File: config.mk
export PLATFORM = sky130hd
export DESIGN_NAME = pingpong_rally_ctrl_flat
export DESIGN_NICKNAME = d
export VERILOG_FILES = /design/src/rtl/pingpong_rally_ctrl_pkg.sv /design/src/rtl/pingpong_rally_ctrl_if.sv /design/src/rtl/pingpong_rally_ctrl_ball_track.sv /design/src/rtl/pingpong_rally_ctrl.sv /design/src/flat_wrapper.sv
export SDC_FILE = /design/constraint.sdc
export NUM_CORES = 1
export LEC_CHECK = 0
export BUFFER_PORTS_ARGS = -buffer_cell sky130_fd_sc_hd__buf_2
export CAP_MARGIN = 5
export CORE_AREA = 5 5 66 68
export DETAILED_ROUTE_END_ITERATION = 16
export DIE_AREA = 0 0 71 73
export SLEW_MARGIN = 20
export SYNTH_ARGS = -nofsm -noshare
export SYNTH_HDL_FRONTEND = slang
export SYNTH_SLANG_ARGS = --single-unit
File: constraint.sdc
create_clock -name clk -period 2.7 [get_ports clk]
set_input_delay 0.135 -clock clk [delete_from_list [all_inputs] [get_ports clk]]
set_output_delay 0.135 -clock clk [all_outputs]
set_load 0.02 [all_outputs]
File: src/rtl/pingpong_rally_ctrl_pkg.sv
// Shared types for the LED table-tennis rally controller.
//   state_e  : rally FSM states
//   player_e : player encoding (A=0, B=1), also used for server/winner
package pingpong_rally_ctrl_pkg;

  typedef enum logic [2:0] {
    ST_SERVE  = 3'd0,
    ST_FLY_AB = 3'd1,
    ST_FLY_BA = 3'd2,
    ST_POINT  = 3'd3,
    ST_OVER   = 3'd4
  } state_e;

  typedef enum logic {
    PL_A = 1'b0,
    PL_B = 1'b1
  } player_e;

  function automatic player_e other(player_e p);
    return (p == PL_A) ? PL_B : PL_A;
  endfunction

endpackage

File: src/rtl/pingpong_rally_ctrl_if.sv
// Player-button / display bus of the rally controller.
//   btn_a, btn_b        : player buttons (level, clk-synchronous)
//   led_q               : active-low one-hot ball, bit TRACK_LEN-1 = A end
//   score_a, score_b    : points
//   server              : 0 = A serves, 1 = B serves
//   point_a, point_b    : one-cycle point pulses
//   game_over, winner   : end-of-game flag and winner (0 = A, 1 = B)
// master = buttons/display side, slave = controller.
interface pingpong_rally_ctrl_if #(
  parameter int TRACK_LEN = 16,
  parameter int SCORE_W   = 4
);
  logic                 btn_a;
  logic                 btn_b;
  logic [TRACK_LEN-1:0] led_q;
  logic [SCORE_W-1:0]   score_a;
  logic [SCORE_W-1:0]   score_b;
  logic                 server;
  logic                 point_a;
  logic                 point_b;
  logic                 game_over;
  logic                 winner;

  modport master (
    output btn_a, btn_b,
    input  led_q, score_a, score_b, server, point_a, point_b, game_over, winner
  );

  modport slave (
    input  btn_a, btn_b,
    output led_q, score_a, score_b, server, point_a, point_b, game_over, winner
  );
endinterface

File: src/rtl/pingpong_rally_ctrl_ball_track.sv
// Ball track: position counter (load/up/down), step prescaler and LED decode.
//   clk, reset  : clock, async active-low reset
//   run_i       : ball in flight, prescaler counts
//   clr_i       : restart the step period (ball returned)
//   load_i      : park ball at an end; load_end_i 0 = A end, 1 = B end
//   up_i, dn_i  : one step towards B / towards A
//   blank_i     : all LEDs off
//   pos_o       : ball position, 0 = A end
//   tick_o      : last cycle of a step period
//   led_o       : active-low one-hot ball
module pingpong_ball_track #(
  parameter int TRACK_LEN = 16,
  parameter int STEP_DIV  = 4,
  localparam int PW = $clog2(TRACK_LEN),
  localparam int CW = $clog2(STEP_DIV)
) (
  input  logic                 clk,
  input  logic                 reset,
  input  logic                 run_i,
  input  logic                 clr_i,
  input  logic                 load_i,
  input  logic                 load_end_i,
  input  logic                 up_i,
  input  logic                 dn_i,
  input  logic                 blank_i,
  output logic [PW-1:0]        pos_o,
  output logic                 tick_o,
  output logic [TRACK_LEN-1:0] led_o
);

  logic [PW-1:0] pos_q, pos_d;
  logic [CW-1:0] cnt_q, cnt_d;

  assign tick_o = run_i && (cnt_q == CW'(STEP_DIV - 1));
  assign pos_o  = pos_q;

  // Prescaler sits at 0 outside flight so every serve starts a full period.
  always_comb begin
    cnt_d = cnt_q + 1'b1;
    if (!run_i || clr_i || tick_o) cnt_d = '0;
  end

  always_comb begin
    pos_d = pos_q;
    if (load_i)    pos_d = load_end_i ? PW'(TRACK_LEN - 1) : '0;
    else if (up_i) pos_d = pos_q + 1'b1;
    else if (dn_i) pos_d = pos_q - 1'b1;
  end

  always_ff @(posedge clk or negedge reset) begin
    if (!reset) begin
      pos_q <= '0;
      cnt_q <= '0;
    end else begin
      pos_q <= pos_d;
      cnt_q <= cnt_d;
    end
  end

  // Position 0 lights the MSB (A end).
  for (genvar i = 0; i < TRACK_LEN; i++) begin : g_led
    assign led_o[i] = blank_i | (pos_q != PW'(TRACK_LEN - 1 - i));
  end

endmodule

File: src/rtl/pingpong_rally_ctrl.sv
// Rally/match controller for the two-player LED table-tennis game:
// serve, flight, hit windows, early-hit/miss faults, scoring, serve rotation,
// game end. Ball position and LED drive live in pingpong_ball_track.
//   clk, reset : clock, async active-low reset
//   bus        : slave side of pingpong_rally_ctrl_if (buttons in, display out)
module pingpong_rally_ctrl
  import pingpong_rally_ctrl_pkg::*;
#(
  parameter int TRACK_LEN = 16,
  parameter int STEP_DIV  = 4,
  parameter int WIN_SCORE = 11,
  parameter int SCORE_W   = 4
) (
  input  logic                  clk,
  input  logic                  reset,
  pingpong_rally_ctrl_if.slave  bus
);

  localparam int PW = $clog2(TRACK_LEN);

  state_e             state_q, state_d;
  player_e            server_q, server_d;
  player_e            who_q, who_d;
  player_e            winner_q, winner_d;
  logic [SCORE_W-1:0] score_a_q, score_a_d;
  logic [SCORE_W-1:0] score_b_q, score_b_d;
  logic               btn_a_q, btn_b_q;

  logic               press_a, press_b;
  logic [PW-1:0]      pos;
  logic               tick, at_a, at_b;
  logic               hit, up, dn, run, blank;
  logic [SCORE_W:0]   total;

  assign press_a = bus.btn_a & ~btn_a_q;
  assign press_b = bus.btn_b & ~btn_b_q;
  assign at_a    = (pos == '0);
  assign at_b    = (pos == PW'(TRACK_LEN - 1));
  assign total   = {1'b0, score_a_q} + {1'b0, score_b_q};

  pingpong_ball_track #(
    .TRACK_LEN (TRACK_LEN),
    .STEP_DIV  (STEP_DIV)
  ) u_track (
    .clk        (clk),
    .reset      (reset),
    .run_i      (run),
    .clr_i      (hit),
    .load_i     (state_d == ST_SERVE),
    .load_end_i (server_d == PL_B),
    .up_i       (up),
    .dn_i       (dn),
    .blank_i    (blank),
    .pos_o      (pos),
    .tick_o     (tick),
    .led_o      (bus.led_q)
  );

  always_ff @(posedge clk or negedge reset) begin
    if (!reset) begin
      state_q   <= ST_SERVE;
      server_q  <= PL_A;
      who_q     <= PL_A;
      winner_q  <= PL_A;
      score_a_q <= '0;
      score_b_q <= '0;
      btn_a_q   <= 1'b0;
      btn_b_q   <= 1'b0;
    end else begin
      state_q   <= state_d;
      server_q  <= server_d;
      who_q     <= who_d;
      winner_q  <= winner_d;
      score_a_q <= score_a_d;
      score_b_q <= score_b_d;
      btn_a_q   <= bus.btn_a;
      btn_b_q   <= bus.btn_b;
    end
  end

  always_comb begin
    state_d   = state_q;
    server_d  = server_q;
    who_d     = who_q;
    winner_d  = winner_q;
    score_a_d = score_a_q;
    score_b_d = score_b_q;
    hit       = 1'b0;
    up        = 1'b0;
    dn        = 1'b0;
    case (state_q)
      ST_SERVE: begin
        // Only the server's press counts; a simultaneous non-server press is dropped.
        if (server_q == PL_A && press_a)      state_d = ST_FLY_AB;
        else if (server_q == PL_B && press_b) state_d = ST_FLY_BA;
      end
      ST_FLY_AB: begin
        // A press in the window beats a same-cycle miss tick.
        if (press_b) begin
          if (at_b) begin
            state_d = ST_FLY_BA;
            hit     = 1'b1;
          end else begin
            state_d   = ST_POINT;
            who_d     = PL_A;
            score_a_d = score_a_q + 1'b1;
          end
        end else if (tick) begin
          if (at_b) begin
            state_d   = ST_POINT;
            who_d     = PL_A;
            score_a_d = score_a_q + 1'b1;
          end else begin
            up = 1'b1;
          end
        end
      end
      ST_FLY_BA: begin
        if (press_a) begin
          if (at_a) begin
            state_d = ST_FLY_AB;
            hit     = 1'b1;
          end else begin
            state_d   = ST_POINT;
            who_d     = PL_B;
            score_b_d = score_b_q + 1'b1;
          end
        end else if (tick) begin
          if (at_a) begin
            state_d   = ST_POINT;
            who_d     = PL_B;
            score_b_d = score_b_q + 1'b1;
          end else begin
            dn = 1'b1;
          end
        end
      end
      ST_POINT: begin
        // Scores already include this point; serve changes every two points.
        if (!total[0]) server_d = other(server_q);
        if (score_a_q == SCORE_W'(WIN_SCORE) || score_b_q == SCORE_W'(WIN_SCORE)) begin
          state_d  = ST_OVER;
          winner_d = (score_a_q == SCORE_W'(WIN_SCORE)) ? PL_A : PL_B;
        end else begin
          state_d = ST_SERVE;
        end
      end
      ST_OVER: begin
        if (press_a || press_b) begin
          state_d   = ST_SERVE;
          server_d  = PL_A;
          score_a_d = '0;
          score_b_d = '0;
        end
      end
      default: state_d = ST_SERVE;
    endcase
  end

  always_comb begin
    run           = (state_q == ST_FLY_AB) || (state_q == ST_FLY_BA);
    blank         = (state_q == ST_POINT) || (state_q == ST_OVER);
    bus.score_a   = score_a_q;
    bus.score_b   = score_b_q;
    bus.server    = server_q;
    bus.point_a   = (state_q == ST_POINT) && (who_q == PL_A);
    bus.point_b   = (state_q == ST_POINT) && (who_q == PL_B);
    bus.game_over = (state_q == ST_OVER);
    bus.winner    = winner_q;
  end

endmodule

File: src/flat_wrapper.sv
// flat-port wrapper written by rule: the top's interface ports become plain ports
module pingpong_rally_ctrl_flat import pingpong_rally_ctrl_pkg::*;
#(
  parameter int TRACK_LEN = 16,
  parameter int STEP_DIV  = 4,
  parameter int WIN_SCORE = 11,
  parameter int SCORE_W   = 4
)
  (clk, reset, bus_btn_a, bus_btn_b, bus_led_q, bus_score_a, bus_score_b, bus_server, bus_point_a, bus_point_b, bus_game_over, bus_winner);
  pingpong_rally_ctrl_if #(.TRACK_LEN(TRACK_LEN), .SCORE_W(SCORE_W)) bus_i ();
  input  logic clk;
  input  logic reset;
  input wire logic [$bits(bus_i.btn_a)-1:0] bus_btn_a;
  input wire logic [$bits(bus_i.btn_b)-1:0] bus_btn_b;
  output wire logic [$bits(bus_i.led_q)-1:0] bus_led_q;
  output wire logic [$bits(bus_i.score_a)-1:0] bus_score_a;
  output wire logic [$bits(bus_i.score_b)-1:0] bus_score_b;
  output wire logic [$bits(bus_i.server)-1:0] bus_server;
  output wire logic [$bits(bus_i.point_a)-1:0] bus_point_a;
  output wire logic [$bits(bus_i.point_b)-1:0] bus_point_b;
  output wire logic [$bits(bus_i.game_over)-1:0] bus_game_over;
  output wire logic [$bits(bus_i.winner)-1:0] bus_winner;
  assign bus_i.btn_a = bus_btn_a;
  assign bus_i.btn_b = bus_btn_b;
  assign bus_led_q = bus_i.led_q;
  assign bus_score_a = bus_i.score_a;
  assign bus_score_b = bus_i.score_b;
  assign bus_server = bus_i.server;
  assign bus_point_a = bus_i.point_a;
  assign bus_point_b = bus_i.point_b;
  assign bus_game_over = bus_i.game_over;
  assign bus_winner = bus_i.winner;
  pingpong_rally_ctrl #(.TRACK_LEN(TRACK_LEN), .STEP_DIV(STEP_DIV), .WIN_SCORE(WIN_SCORE), .SCORE_W(SCORE_W)) u_core (.clk(clk), .reset(reset), .bus(bus_i));
endmodule
==> qor.yml <==
leakage_nw: 0.776
post_cts_buffers: 0
synth_xor_area_share_pct: 4.77
syn_avg_cell_area_um2: 9.18
grt_pass1_vias: 1230
rows: 23
viasPerCell: 5.29
p_comb_share_pct: 49.9
grt_antenna_before_repair: 0
grt_pass1_wl_um: 5800
p_sw_mw: 0.880
yosysSeqAreaShare_pct: 37.5
max_freq_ghz: 0.429
status: "finished, final reports clean"
worstSetupEndpointType: "primary output"
synth_top_area_share_pct: 37.5
finalHoldViolCount: 0
required_ps: 2570
nFillCells: 394
final_util_pct: 46.1
critPathMaxFanout: 17
cp-start-kind: "register"
synth_compound_area_share_pct: 12.6
seq_area_um2: 551
async_flop_share_pct: 100
clkPwrFrac_pct: 16.4
nets: 207
syn_nets: 172
grtUsageTotal_pct: 14.2
fin_crit_ps: 2330
core_region_area_um2: 3800
power_density_nw_per_um2: 1100
max-cap-violations: 0
path_clk_slew_ps: 80
finalPower_mw: 1.92
dieArea_um2: 5180
synth-simple-area-share_pct: 32.0
start_util_pct: 38.7
hp-class: "input port to asynchronous set/reset pin"
cts.sinks: 22
insertion_delay_ps: 270
drtPass1Iterations: 4
ys_types: 45
synth_top_family_by_area: "simple AND/OR/NAND/NOR gates"
cts-resized-gates: 0
tritoncts: "built"
chipWidth_um: 71
fin_hold_ws_ps: 353
routedWlPerCell_um: 13.8
max_slew_margin_pct: 40.7
grt_max_degree: 23
skew_ps: 3.81
routed_wl_um: 3380
dp_hpwl_um: 2660
power_frac_seq_pct: 33.6
grt.overflow.total: 0
switching_share_pct: 45.8
clk_path_buf_depth: 2
setup_tns_ps: 0
yosysTopAreaCell: "dfrtp_1"
muxShareOfSynthArea_pct: 2.21
cp.arrival_ps: 2190
diodes: 0
fp.dieH_um: 73
holdBufCountCts: 3
ir_worst_vdd_v: 0.000475
htreeDepth: 1
tightest_slew_ps: 887
clockRootBuffer: "clkbuf_8"
synthCells: 160
io_buffers: 32
synth_seq_cells: 22
setup.worst_path.class: "register to primary output"
syn2layout_area_growth_pct: 19.3
drt_iter0_drc: 68
ant_nets: 0
multi_input_area_um2: 858
synth-warning-count: 0
drc: 0
period_share_pct: 86.3
syn_area_um2: 1470
drv_slew: 0
ios: 33
synth_fa_ha_area_share_pct: 6.81
ys.flop_type: "dfrtp_1"
yosys-top-cells-area: "dfrtp_1, nand3_1, ha_1, nor2_1, xnor2_1"
layout-drive-gt1-share_pct: 26.8
vias: 1290
numCtsBuffers: 3
p_int_mw: 1.04
synth-edff-count: 0
rsz0062_at_grt: "false"
setup_viol: 0
globalplace.congestion: 0.952
-- path summary, 6_finish.rpt --
kind                                                      from                             endpoint  slack [ps]  cells past startpoint
max                                u_core.state_q[2]$_DFF_PN0_                         bus_led_q[2]         370                      5
min                                                      reset             u_core.who_q$_DFFE_PN0P_         350                      2
max reg2reg                u_core.u_track.pos_o[1]$_DFFE_PN0P_  u_core.u_track.pos_o[3]$_DFFE_PN0P_         450                      7
min reg2reg                  u_core.u_track.cnt_q[0]$_DFF_PN0_    u_core.u_track.cnt_q[0]$_DFF_PN0_         460                      1
max in group asynchronous                                reset          u_core.bus.server$_DFF_PN0_        2010                      2
min in group clk             u_core.u_track.cnt_q[0]$_DFF_PN0_    u_core.u_track.cnt_q[0]$_DFF_PN0_         460                      1
-- critical path: stages (launching register included) --
cell	delay, ps
dfrtp_1	470
or3b_4	300
inv_1	70
nor2_1	690
nand4_1	190
buf_2	200
-- metal layers --
layer	up-vias	wire, um	share of wire, %	global-route usage (%)
met5	-	0	0	0
met4	0	66	2.0	6.89
met3	7	283	8.4	3.31
met2	48	1500	44	22.1
met1	594	1530	45	18.4
li1	641	-	-	-
-- flip-flops by register name (all words and copies together), names as in the netlist --
register	cells
u_core.bus.winner	1
u_core.u_track.cnt_q	2
u_core.u_track.pos_o	4
u_core.btn_a_q	1
u_core.who_q	1
u_core.btn_b_q	1
u_core.bus.server	1
u_core.bus.score_b	4
u_core.state_q	3
u_core.bus.score_a	4
-- cell usage in the layout, fill, tap and decap left out, types with 3 or more instances in the layout --
master	instances
nor3_1	3
clkbuf_8	3
buf_2	32
and2b_2	3
nor2_1	14
a21oi_1	8
o21ai_0	7
nand2_1	11
nand4_1	5
nand3_1	22
nand2b_1	3
nor2b_1	4
dfrtp_1	22
dlygate4sd3_1	3
xnor2_1	6
inv_1	5
ha_1	8
-- cells by family after synthesis --
logic type / count (synthesis)
XOR/XNOR: 8
multiplexers: 3
buffers and inverters: 10
flip-flops: 22
AND/OR/NAND/NOR: 81
AO/OA/AOI/OAI: 28
adder cells (fa/ha/maj): 8
-- final cells by class --
cell class | count | share of cell area [%]
Multi-Input combinational cell | 128 | 49.0
Sequential cell | 22 | 31.4
Timing Repair Buffer | 35 | 10.9
Tap cell | 50 | 3.57
Clock buffer | 3 | 2.36
Clock inverter | 1 | 1.71
Inverter | 5 | 1.07
-- power groups by stage --
stage	clock (mW)	combinational, mW	sequential (mW)
final	0.315	0.959	0.646
after detailed placement	0	0.954	0.654
after floorplan	0	0.732	0.636
after CTS	0.321	0.965	0.647
after global placement	0	0.950	0.643
after global routing	0.334	1.06	0.679
-- Yosys cell counts, types with 2 or more instances --
cell type and n:
nand2_1 11, or3b_4 2, nand4_1 5, ha_1 8
mux2_2 2, xor2_1 2, inv_1 5, buf_4 2
o21ai_0 7, buf_6 2, a21oi_2 2, nand3_1 22
nand2b_1 3, a211oi_1 2, a21oi_1 8, xnor2_1 6
dfrtp_1 22, nor3_1 3, and3_1 2, and2b_2 3
nor2b_1 4, nor2_1 14
-- metrics by stage --
step,worst slack (ps),instance area [um2],instances
2_1_floorplan,708,1470,160
5_1_grt,187,1750,244
3_3_place_gp,498,1650,237
6_report,371,1750,244
4_1_cts,386,1750,244
3_5_place_dp,458,1650,237
Power figures use the tool's default switching activity.
